[src/rtl/fpu_lane_cluster_pkg.sv]
// Shared types for the FPU lane cluster: core-wide constants (len5_pkg) and
// execution-pipe result record (expipe_pkg).
package len5_pkg;
    localparam int FLEN        = 64;
    localparam int ROB_IDX_LEN = 4;
    typedef logic [ROB_IDX_LEN-1:0] rob_idx_t;
    typedef logic [4:0]             except_code_t;

    localparam logic [2:0]   FPU_RM_DYN            = 3'b111;
    localparam except_code_t E_ILLEGAL_INSTRUCTION = 5'd2;
endpackage

package expipe_pkg;
    import len5_pkg::*;

    typedef struct packed {
        rob_idx_t        rob_idx;
        logic [FLEN-1:0] result;
        logic            except_raised;
        except_code_t    except_code;
        logic [4:0]      fflags;
    } fpu_res_t;

    // Resolved rounding modes 101, 110 and 111 are reserved
    function automatic logic rm_is_illegal(input logic [2:0] rm);
        return (rm == 3'b101) || (rm == 3'b110) || (rm == 3'b111);
    endfunction
endpackage

[src/rtl/fpu_lane_cluster_chk.sv]
// Checker: a lane must never return a result while it has nothing in flight.
module fpu_lane_cluster_chk #(
    parameter int N = 2
) (
    input logic         clk_i,
    input logic         rst_i,
    input logic [N-1:0] cap_i,
    input logic [N-1:0] idle_i
);
    // Flag any capture on a lane whose in-flight count is zero
    always @(posedge clk_i) begin
        if (!rst_i) begin
            assert ((cap_i & idle_i) == '0)
                else $error("fpu_lane_cluster: result captured on idle lane %b", cap_i & idle_i);
        end
    end
endmodule

[src/rtl/fpu_rr_picker.sv]
// Round-robin picker: first requester at or after the pointer, wrapping.
module fpu_rr_picker #(
    parameter int N  = 2,
    parameter int IW = (N > 1) ? $clog2(N) : 1
) (
    input  logic [N-1:0]  req_i,
    input  logic [IW-1:0] ptr_i,
    output logic [N-1:0]  gnt_o,
    output logic [IW-1:0] idx_o,
    output logic          any_o
);
    // Scan N positions starting at the pointer; the first hit wins
    always_comb begin
        gnt_o = '0;
        idx_o = '0;
        any_o = 1'b0;
        for (int k = 0; k < N; k++) begin
            if (!any_o && req_i[(int'(ptr_i) + k) % N]) begin
                any_o = 1'b1;
                gnt_o[(int'(ptr_i) + k) % N] = 1'b1;
                idx_o = IW'((int'(ptr_i) + k) % N);
            end else begin
                any_o = any_o;
            end
        end
    end
endmodule

[src/rtl/fpu_lane_cluster.sv]
// FPU lane cluster: resolves rm, dispatches round-robin to NUM_LANES lanes,
// buffers lane results and returns them one per cycle tagged by ROB index.
// Optional feature macro: FPU_RM_CHECK_EN (illegal-rm detection + bypass slot).
module fpu_lane_cluster
    import len5_pkg::*;
    import expipe_pkg::*;
#(
    parameter int NUM_LANES    = 2,
    parameter int MAX_INFLIGHT = 4,
    parameter int EU_CTL_LEN   = 4
) (
    input  logic                                clk_i,
    input  logic                                rst_i,
    input  logic                                flush_i,
    input  logic                                rs_valid_i,
    output logic                                rs_ready_o,
    input  logic [EU_CTL_LEN-1:0]               rs_ctl_i,
    input  logic [2:0]                          rs_frm_i,
    input  logic [FLEN-1:0]                     rs_rs1_i,
    input  logic [FLEN-1:0]                     rs_rs2_i,
    input  logic [FLEN-1:0]                     rs_rs3_i,
    input  rob_idx_t                            rs_rob_idx_i,
    input  logic [2:0]                          csr_frm_i,
    output logic [NUM_LANES-1:0]                lane_valid_o,
    input  logic [NUM_LANES-1:0]                lane_ready_i,
    output logic [EU_CTL_LEN-1:0]               lane_ctl_o,
    output logic [2:0]                          lane_rm_o,
    output logic [FLEN-1:0]                     lane_rs1_o,
    output logic [FLEN-1:0]                     lane_rs2_o,
    output logic [FLEN-1:0]                     lane_rs3_o,
    output rob_idx_t                            lane_rob_idx_o,
    input  logic [NUM_LANES-1:0]                lane_res_valid_i,
    output logic [NUM_LANES-1:0]                lane_res_ready_o,
    input  rob_idx_t     [NUM_LANES-1:0]        lane_res_rob_idx_i,
    input  logic         [NUM_LANES-1:0][FLEN-1:0] lane_res_result_i,
    input  logic         [NUM_LANES-1:0]        lane_res_except_raised_i,
    input  except_code_t [NUM_LANES-1:0]        lane_res_except_code_i,
    input  logic         [NUM_LANES-1:0][4:0]   lane_res_fflags_i,
    output logic                                res_valid_o,
    input  logic                                res_ready_i,
    output rob_idx_t                            res_rob_idx_o,
    output logic [FLEN-1:0]                     res_result_o,
    output logic                                res_except_raised_o,
    output except_code_t                        res_except_code_o,
    output logic [4:0]                          res_fflags_o,
    output logic                                busy_o
);
    localparam int CW   = $clog2(MAX_INFLIGHT + 1);
`ifdef FPU_RM_CHECK_EN
    localparam int NSRC = NUM_LANES + 1;
`else
    localparam int NSRC = NUM_LANES;
`endif
    localparam int DIW  = (NUM_LANES > 1) ? $clog2(NUM_LANES) : 1;
    localparam int OIW  = (NSRC > 1) ? $clog2(NSRC) : 1;

    logic [NUM_LANES-1:0][CW-1:0] r_inflight;
    logic [NUM_LANES-1:0]         r_buf_valid;
    fpu_res_t [NUM_LANES-1:0]     r_buf;
    logic [DIW-1:0]               r_rr_disp;
    logic [OIW-1:0]               r_rr_out;
    logic                         r_lock;
    logic [OIW-1:0]               r_lock_idx;

    logic [2:0]           w_rm;
    logic                 w_illegal;
    logic                 w_byp_free;
    logic [NUM_LANES-1:0] w_elig;
    logic [NUM_LANES-1:0] w_disp_gnt;
    logic [DIW-1:0]       w_disp_idx;
    logic                 w_disp_any;
    logic                 w_disp_fire;
    logic [NUM_LANES-1:0] w_cap;
    logic [NUM_LANES-1:0] w_drain;
    logic [NUM_LANES-1:0] w_idle;
    logic [NSRC-1:0]      w_src_valid;
    fpu_res_t [NSRC-1:0]  w_src;
    logic [OIW-1:0]       w_out_idx;
    logic                 w_out_any;
    logic [OIW-1:0]       w_win;
    logic                 w_out_fire;
    fpu_res_t             w_res;

    assign w_rm = (rs_frm_i == FPU_RM_DYN) ? csr_frm_i : rs_frm_i;

`ifdef FPU_RM_CHECK_EN
    logic     r_byp_valid;
    fpu_res_t r_byp;
    assign w_illegal  = rm_is_illegal(w_rm);
    assign w_byp_free = !r_byp_valid;
`else
    assign w_illegal  = 1'b0;
    assign w_byp_free = 1'b0;
`endif

    // Operation fields are broadcast to every lane unmodified
    assign lane_ctl_o     = rs_ctl_i;
    assign lane_rm_o      = w_rm;
    assign lane_rs1_o     = rs_rs1_i;
    assign lane_rs2_o     = rs_rs2_i;
    assign lane_rs3_o     = rs_rs3_i;
    assign lane_rob_idx_o = rs_rob_idx_i;

    // A lane is eligible when ready and below its in-flight limit
    always_comb begin
        w_elig = '0;
        w_idle = '0;
        for (int l = 0; l < NUM_LANES; l++) begin
            w_elig[l] = lane_ready_i[l] && (r_inflight[l] < CW'(MAX_INFLIGHT));
            w_idle[l] = (r_inflight[l] == '0);
        end
    end

    fpu_rr_picker #(.N(NUM_LANES), .IW(DIW)) u_disp_pick (
        .req_i (w_elig),
        .ptr_i (r_rr_disp),
        .gnt_o (w_disp_gnt),
        .idx_o (w_disp_idx),
        .any_o (w_disp_any)
    );

    // Accept an op when a lane (or, for illegal rm, the bypass slot) can take it
    always_comb begin
        if (rst_i || flush_i) begin
            rs_ready_o = 1'b0;
        end else if (w_illegal) begin
            rs_ready_o = w_byp_free;
        end else begin
            rs_ready_o = w_disp_any;
        end
    end

    assign w_disp_fire  = rs_valid_i && rs_ready_o && !w_illegal;
    assign lane_valid_o = w_disp_fire ? w_disp_gnt : '0;

    // Collect the result sources: lane buffers, then the bypass slot
    always_comb begin
        w_src_valid = '0;
        w_src       = '0;
        for (int l = 0; l < NUM_LANES; l++) begin
            w_src_valid[l] = r_buf_valid[l];
            w_src[l]       = r_buf[l];
        end
`ifdef FPU_RM_CHECK_EN
        w_src_valid[NUM_LANES] = r_byp_valid;
        w_src[NUM_LANES]       = r_byp;
`endif
    end

    fpu_rr_picker #(.N(NSRC), .IW(OIW)) u_out_pick (
        .req_i (w_src_valid),
        .ptr_i (r_rr_out),
        .gnt_o (),
        .idx_o (w_out_idx),
        .any_o (w_out_any)
    );

    assign w_win       = r_lock ? r_lock_idx : w_out_idx;
    assign res_valid_o = w_out_any;
    assign w_out_fire  = res_valid_o && res_ready_i;

    // AND-OR mux of the winning source onto the result bus
    always_comb begin
        w_res = '0;
        for (int s = 0; s < NSRC; s++) begin
            w_res = w_res | ({$bits(fpu_res_t){w_win == OIW'(s)}} & w_src[s]);
        end
    end

    assign res_rob_idx_o       = w_res.rob_idx;
    assign res_result_o        = w_res.result;
    assign res_except_raised_o = w_res.except_raised;
    assign res_except_code_o   = w_res.except_code;
    assign res_fflags_o        = w_res.fflags;

    // Lane result handshake: buffer free or draining; flush swallows results
    always_comb begin
        lane_res_ready_o = '0;
        w_drain          = '0;
        w_cap            = '0;
        for (int l = 0; l < NUM_LANES; l++) begin
            w_drain[l]          = w_out_fire && (w_win == OIW'(l));
            lane_res_ready_o[l] = !rst_i && (flush_i || !r_buf_valid[l] || w_drain[l]);
            w_cap[l]            = lane_res_valid_i[l] && lane_res_ready_o[l] && !flush_i;
        end
    end

    // Busy while anything is in flight or waiting to be returned
    always_comb begin
        busy_o = |w_src_valid;
        for (int l = 0; l < NUM_LANES; l++) begin
            busy_o = busy_o | (r_inflight[l] != '0);
        end
    end

    // Per-lane in-flight counters and one-entry result buffers
    always_ff @(posedge clk_i) begin
        if (rst_i) begin
            r_inflight  <= '0;
            r_buf_valid <= '0;
            r_buf       <= '0;
        end else if (flush_i) begin
            r_inflight  <= '0;
            r_buf_valid <= '0;
        end else begin
            for (int l = 0; l < NUM_LANES; l++) begin
                case ({lane_valid_o[l], w_cap[l]})
                    2'b10:   r_inflight[l] <= r_inflight[l] + CW'(1);
                    2'b01:   r_inflight[l] <= r_inflight[l] - CW'(1);
                    default: r_inflight[l] <= r_inflight[l];
                endcase
                if (w_cap[l]) begin
                    r_buf_valid[l] <= 1'b1;
                    r_buf[l]       <= '{rob_idx:       lane_res_rob_idx_i[l],
                                        result:        lane_res_result_i[l],
                                        except_raised: lane_res_except_raised_i[l],
                                        except_code:   lane_res_except_code_i[l],
                                        fflags:        lane_res_fflags_i[l]};
                end else if (w_drain[l]) begin
                    r_buf_valid[l] <= 1'b0;
                end
            end
        end
    end

    // Round-robin pointers and output grant lock (pointers survive flush)
    always_ff @(posedge clk_i) begin
        if (rst_i) begin
            r_rr_disp  <= '0;
            r_rr_out   <= '0;
            r_lock     <= 1'b0;
            r_lock_idx <= '0;
        end else begin
            if (w_disp_fire) begin
                r_rr_disp <= (w_disp_idx == DIW'(NUM_LANES - 1)) ? '0 : w_disp_idx + DIW'(1);
            end
            if (w_out_fire) begin
                r_rr_out <= (w_win == OIW'(NSRC - 1)) ? '0 : w_win + OIW'(1);
            end
            if (flush_i || w_out_fire) begin
                r_lock <= 1'b0;
            end else if (res_valid_o) begin
                r_lock     <= 1'b1;
                r_lock_idx <= w_win;
            end else begin
                r_lock <= 1'b0;
            end
        end
    end

`ifdef FPU_RM_CHECK_EN
    // Bypass slot: illegal-rm ops complete here with an exception
    always_ff @(posedge clk_i) begin
        if (rst_i) begin
            r_byp_valid <= 1'b0;
            r_byp       <= '0;
        end else if (flush_i) begin
            r_byp_valid <= 1'b0;
        end else if (rs_valid_i && rs_ready_o && w_illegal) begin
            r_byp_valid <= 1'b1;
            r_byp       <= '{rob_idx:       rs_rob_idx_i,
                             result:        '0,
                             except_raised: 1'b1,
                             except_code:   E_ILLEGAL_INSTRUCTION,
                             fflags:        5'd0};
        end else if (w_out_fire && (w_win == OIW'(NUM_LANES))) begin
            r_byp_valid <= 1'b0;
        end
    end
`endif

    fpu_lane_cluster_chk #(.N(NUM_LANES)) u_chk (
        .clk_i  (clk_i),
        .rst_i  (rst_i),
        .cap_i  (w_cap),
        .idle_i (w_idle)
    );
endmodule

[config.mk]
export PLATFORM = sky130hd
export DESIGN_NAME = fpu_lane_cluster
export DESIGN_NICKNAME = d
export VERILOG_FILES = /design/src/rtl/fpu_lane_cluster_pkg.sv /design/src/rtl/fpu_lane_cluster_chk.sv /design/src/rtl/fpu_rr_picker.sv /design/src/rtl/fpu_lane_cluster.sv
export SDC_FILE = /design/constraint.sdc
export NUM_CORES = 1
export LEC_CHECK = 0
export BUFFER_PORTS_ARGS = -buffer_cell sky130_fd_sc_hd__buf_4
export CAP_MARGIN = 5
export CORE_AREA = 2 2 260 262
export DETAILED_ROUTE_END_ITERATION = 10
export DIE_AREA = 0 0 262 264
export GPL_TIMING_DRIVEN = 0
export PLACE_DENSITY = 0.31
export REMOVE_ABC_BUFFERS = 1
export SYNTH_ARGS = -nofsm -noshare
export SYNTH_HDL_FRONTEND = slang
export SYNTH_SLANG_ARGS = --single-unit
[constraint.sdc]
create_clock -name clk_i -period 3.5 [get_ports clk_i]
set_input_delay 0.35 -clock clk_i [delete_from_list [all_inputs] [get_ports clk_i]]
set_output_delay 0.35 -clock clk_i [all_outputs]
set_load 0.05 [all_outputs]
# Word-level counts from Yosys, hierarchy flattened
# Index checks and enable logic that the tools add are counted.
[totals]
ff_bits = 170
inputBits = 373
out_inout_bits = 289
elab_cells = 127
[classes]
n_addsub = 8
n_lt_le_gt_ge = 8
eq_ne = 5
n_mux = 37
n_bitwise = 11
reduce_logical = 40
[ops]
columns = ["cell", "count"]
rows = [
  ["$and A79 B79 Y79", 2],
  ["$or A79 B79 Y79", 1],
  ["$mux W1", 29],
  ["$logic_and A1 B1 Y1", 16],
  ["$pmux W3 S2", 2],
  ["$reduce_bool A2 Y1", 4],
  ["$add A3 B1 Y3 const B", 2],
  ["$logic_not A1 Y1", 6],
  ["$logic_or A1 B1 Y1", 6],
  ["$lt A2 B3 Y1 const B", 2],
  ["$lt A3 B3 Y1 const B", 2],
  ["$mux W2", 3],
  ["$reduce_and A2 Y1", 3],
  ["$reduce_bool A3 Y1", 2],
  ["$reduce_or A2 Y1", 3],
  ["$sub A3 B1 Y3 const B", 2],
  ["$add A1 B1 Y1 const B", 4],
  ["$eq A2 B1 Y1 const B", 2],
  ["$eq A2 B2 Y1 const B", 2],
  ["$lt A1 B2 Y1 const B", 2],
  ["$eq A3 B3 Y1 const B", 1],
  ["$mux W3", 1],
  ["$not A1 Y1", 3],
  ["$and A1 B1 Y1 const A", 2],
  ["5 further kinds", 7],
]

# Logic depth before layout (Yosys ltp)
[depth]
word_depth = 16
depth_mapped = 13
depth_no_buf = 9

# Hierarchy
# A second synthesis with hierarchy kept.
[unflattened]
cells_unflattened = 1151
area_unflattened_um2 = 10196.0
[modules_own_cells]
columns = ["mod", "n_inst", "cells_per_inst", "area_per_inst_um2"]
rows = [
  ["fpu_lane_cluster", 1, 1141, 10131.0],
  ["fpu_rr_picker", 2, 5, 32.5],
]

# Worst setup path after synthesis
# Ideal clock, no wire load.
[synth_timing]
path_kind = "input to register"
from = "input port rst_i"
to = "register r_inflight[5] in the netlist's numbering"
setup_time_ns = 0.070
t_arrival_ns = 2.510
required_ns = 3.430
path_slack_ns = 0.920
path_stages = 13
path_cell_list = "buf_2 -> or2_1 -> buf_6 -> nor2_8 -> buf_4 -> buf_4 -> and2_1 -> ha_1 -> inv_1 -> fa_1 -> xor2_1 -> or3_1 -> a21oi_1"
[synth_via]
elab_chain_cells = 6
word_cells_on_any_way = 13
classes_between = "eq/ne (2); mux (3); reduce/logical (8)"
[synth_lines]
columns = ["item", "line_no", "text"]
rows = [
  ["from (decl)", "fpu_lane_cluster.sv:13", "input logic rst_i,"],
  ["$logic_not A1 Y1 (*)", "--", ""],
  ["$logic_and A1 B1 Y1 (*)", "fpu_lane_cluster.sv:183", "lane_res_ready_o[l] = !rst_i && (flush_i || !r_buf_valid[l] || w_drain[l]);"],
  ["$logic_and A1 B1 Y1 (*) (2 in series)", "fpu_lane_cluster.sv:184", "w_cap[l] = lane_res_valid_i[l] && lane_res_ready_o[l] && !flush_i;"],
  ["named net w_cap[1]", "fpu_lane_cluster.sv:73", "logic [NUM_LANES-1:0] w_cap;"],
  ["$eq A2 B1 Y1 / $eq A2 B2 Y1 (equally long branches)", "fpu_lane_cluster.sv:207", "case ({lane_valid_o[l], w_cap[l]})"],
  ["$pmux W3 S2 / $reduce_bool A2 Y1 (equally long branches)", "--", ""],
  ["to (signal, indexed assignment)", "fpu_lane_cluster.sv:208", "2'b10: r_inflight[l] <= r_inflight[l] + CW'(1);"],
  ["to (signal, indexed assignment)", "fpu_lane_cluster.sv:209", "2'b01: r_inflight[l] <= r_inflight[l] - CW'(1);"],
  ["to (signal, indexed assignment)", "fpu_lane_cluster.sv:210", "default: r_inflight[l] <= r_inflight[l];"],
  ["to (decl)", "fpu_lane_cluster.sv:57", "logic [NUM_LANES-1:0][CW-1:0] r_inflight;"],
]
# The timed path passes the listed nets; every way through them passes the cells marked *.
# A chain may end at the register's enable or synchronous reset.

# Worst setup path in the final report
[layout_timing]
from = "register r_buf_valid[1]"
to = "output port res_result_o[4]"
[layout_via]
elab_chain_cells = 10
word_cells_on_any_way = 15
classes_between = "mux (9); bitwise (4); reduce/logical (2)"
[layout_lines]
columns = ["item", "line_no", "text"]
rows = [
  ["from (decl)", "fpu_lane_cluster.sv:58", "logic [NUM_LANES-1:0] r_buf_valid;"],
  ["from (signal assigned)", "fpu_lane_cluster.sv:200", "r_buf_valid <= '0;"],
  ["from (signal assigned)", "fpu_lane_cluster.sv:204", "r_buf_valid <= '0;"],
  ["from (signal, indexed assignment)", "fpu_lane_cluster.sv:213", "r_buf_valid[l] <= 1'b1;"],
  ["$mux W1 (not written as such) (2 in series)", "fpu_rr_picker.sv:18", "if (!any_o && req_i[(int'(ptr_i) + k) % N]) begin"],
  ["$mux W1", "fpu_rr_picker.sv:18", ""],
  ["$logic_not A1 Y1", "fpu_rr_picker.sv:18", ""],
  ["$logic_and A1 B1 Y1", "fpu_rr_picker.sv:18", ""],
  ["$mux W1 (*)", "fpu_rr_picker.sv:18", ""],
  ["$mux W1 (*)", "fpu_lane_cluster.sv:158", "assign w_win = r_lock ? r_lock_idx : w_out_idx;"],
  ["$not A1 Y1", "fpu_lane_cluster.sv:166", "w_res = w_res | ({$bits(fpu_res_t){w_win == OIW'(s)}} & w_src[s]);"],
  ["$and A79 B79 Y79", "fpu_lane_cluster.sv:166", ""],
  ["$or A79 B79 Y79 (*)", "fpu_lane_cluster.sv:166", ""],
  ["to (decl)", "fpu_lane_cluster.sv:42", "output logic [FLEN-1:0] res_result_o,"],
]
# Every way passes the cells marked *; elsewhere a longest branch is shown, timed or not. The select of a mux whose other input is x is not followed.

==> metrics list <==
* Antenna violations before repair: 2
* Critical-path cell list: nor2b_1 > a22o_4 > buf_16 > mux2_2 > buf_4
* Cell class contributing the biggest share of worst-path delay: buffers and inverters
- For met1 alone, demand over resource in global routing was 0.129.
- Leakage power of the design: 4.99 nW
- Post-synth top area cell: dfxtp_1
- Counting the buffers created by CTS gives 17.
* Resized Gates After CTS: 0
- Entering global routing, the biggest net connects 88 pins.
- Max stage delay on crit path: 530 ps
* Number of global-route vias before repair: 7,302
* Global-route wire length before repair: 105 mm
- GRT met3 Usage: 0.363
- 0 antenna diodes ended up in the layout.
- After filler insertion, the fill cell instance count of the layout stands at 7,533.
- Initial standard-cell utilization of the core: 0.143
* Port Buffer Count: 261
* Final Hold Slack: 70.2 ps
- For this run, the register share of the synthesized area comes to 0.357.
- Iter 0 DRT Violations: 398
- Arrival time at the worst endpoint: 2750 ps
- Design Power: 4.82 mW
- CTS tree: done
- After detailed placement, the total cell area comes to 10,900 um2.
- Num Clock Sinks: 170
- At the worst endpoint, the required time is about 3200 ps.
* Setup violators final: 0
- Met2 layer usage reported by global route: 0.418
* Share of Yosys cell area claimed by the top area cell type: 0.357
- By instance count, the leading cell after synthesis is buf_4.
* Number of cells on the worst reg-to-reg path: 8
- Worst min-delay path category: in -> reg
- Clk buf depth: 2
* Cell chosen for the clock root: clkbuf_16
- Total count of max-transition violations in the final report: 0
* Post-synthesis mux area share: 0.177
* CTS hold repair buffers: 0
* Worst rel slew slack: 0.121
* Die footprint: 69,200 um2
- From synthesis to final layout, the design area changed by 20.8%.
- VDD sags by at most 0.350 mV.
* Post-synthesis share of cell area spent on full adders, half adders and majority gates: 0.00683
* Highest clock frequency the design can meet: 322 MHz
- Area of the placeable core: 66,600 um2
- Fin crit share: 0.886
* Die span in x: ~260 um
- Transition time at the pin with the least slew margin: about 1300 ps
- The cell area that synthesis handed to floorplanning was about 9500 um2.
- The worst setup path is launched from a register.
- In this run the power density over the cells is 419 nW/um2.
* Warnings from Yosys: 0
- Routed vias/inst: 3.92
- Ys flop type: dfxtp_1
* Mean Syn Cell Area: 9.53 um2
- Share of the synthesized area in compound gates (AO/OA/AOI/OAI): 0.142
- In the final routed layout, each cell accounts on average for 46.9 um.
- The total count of hold-check failures in the final report is 0.
* DRC errors left: 0
* Vias after detailed routing: 7,466
- Sorting the synthesized cells by area gives the leading types as dfxtp_1, buf_4, mux2i_1.
- The worst setup path is of the reg -> out kind.
* Async S/R FF share, synth: 0
* H-tree depth: 4
* Combinational family with the most area after synthesis: buffers and inverters
* Final critical path time including I/O delays and setup: between 3000 and 4000 ps
* Unrepaired setup endpoints after global routing: no
* Aggregate global routing overflow: 0
- Top cell types by occurrence after synthesis: buf_4, dfxtp_1, nor2_1
- Net count reported at finish: 1,398
- Combined global-route utilization of all metal layers: 0.254
- Yosys mapped the design onto 38 distinct sky130hd cell types.
- Total number of cells along the worst setup path: 5
* Post-route cell area: 11,500 um2
- In this run the worst path has a maximum fanout of 49.
- Row Count: 95
* Share of synthesized cell area in and, or, nand and nor gates: 0.105
- The tool flagged a number of max-cap violations equal to 0.
- Synth Area in XOR/XNOR: 0.00368
* Highest-utilization routing layer at the global route stage: met2
* Cell depth of the worst min-delay path: 2
- Setup clock skew after layout: 17.0 ps
- In this run, synthesis inferred 0 flip-flops with an integrated enable.
- Crit path max-delay cell type: a22o_4
- Ports: approximately 660
- DRT antenna net count: 0
- Clock input transition at the sequential cells of the worst setup and hold paths: roughly 80 ps
- The number of buffers and inverters on the critical path is 2.
- Of the cells placed in the final design, the portion with a size suffix greater than 1 is 0.306.
- Outcome: finished, final reports clean
- Capturing element type of the critical path: output pin
- At the end of the flow the core is filled with cells to 0.173.
- Total iterations of the first detailed-routing run: 5
- Post-Synthesis Cells: 1,000
* Number of register bits inferred by synthesis: 170
* Vertical die dimension: about 260 um
* Total wire length after detailed routing: 89.4 mm
- HPWL after detailed placement: around 79 mm
* Sum of negative setup slack: 0 ps
* Number of setup buffers added after CTS: 0
- Final Wtd Congestion: 1.14
- At the later pin of the worst-skew pair, clock insertion delay measures 500 ps.
==> per-stage QoR <==
stage	setup slack, ps	cells
finish	397	1907
global route	229	1907
detailed placement	-157	1875
floorplan	-1280	729
CTS	283	1907
global placement	-4200	1863
==> worst paths after layout <==
check | start | end | slack (ps)
worst max-delay path | r_buf_valid[1] | res_result_o[4] | 400
worst min-delay path | res_ready_i | r_lock | 70
worst max register to register | r_lock | r_inflight[2] | 560
worst min register to register | r_buf[66] | r_buf[66] | 490
==> report_power, final <==
group,internal [mW],switching (mW)
Clock,1.09,0.970
Combinational,0.320,0.412
Sequential,2.00,0.0315
Total,3.41,1.41
==> sequential cells by signal, summed over array words and instances (netlist names), named ones only <==
signal       flops
r_buf          158
r_inflight       6
r_buf_valid      2
r_lock           1
r_lock_idx       1
r_rr_out         1
==> final cells by class <==
cell class / instances / area [um2] / share of cell area
sequential: 170 / 3400 / 0.296
clock buffer: 23 / 468 / 0.0407
timing repair buffer: 273 / 2210 / 0.192
inverter: 14 / 55.1 / 0.00478
tap: 873 / 1090 / 0.0949
clock inverter: 9 / 115 / 0.0100
multi-input combinational: 545 / 4160 / 0.361
==> logic make-up (layout without fill, tap and decap cells) <==
family | count (synthesis) | after routing
DFF | 170 | 170
and+or+nand+nor | 196 | 196
AOI/OAI and AO/OA | 182 | 182
adders and majority gates | 4 | 4
xor gates and xnor gates | 4 | 4
muxes | 159 | 159
buffers and inverters | 285 | 319
==> routing by layer <==
metal  vias to the layer above  wire length [um]
met5                         -               404
met2                       734             41300
met4                        10              4050
met1                      3404             16700
li1                       3238                 -
met3                        80             27000
==> placed cells by master (no fill, tap or decap), types with 2 or more instances in the layout <==
cell and instances:
a21boi_0 9, a21boi_1 71, a21oi_1 10, and3_1 79
buf_16 6, buf_4 261, buf_8 6, bufinv_16 2
clkbuf_1 4, clkbuf_16 17, clkbuf_8 2, clkinv_4 3
clkinvlp_4 2, dfxtp_1 170, fa_1 2, ha_1 2
inv_1 12, mux2_1 71, mux2_2 8, mux2i_1 80
nand2_1 7, nand2b_1 3, nor2_1 90, nor2b_1 3
nor3_1 2, o21a_1 83, o21ai_0 4, or3_1 5
xor2_1 4
Power figures use the tool's default switching activity.
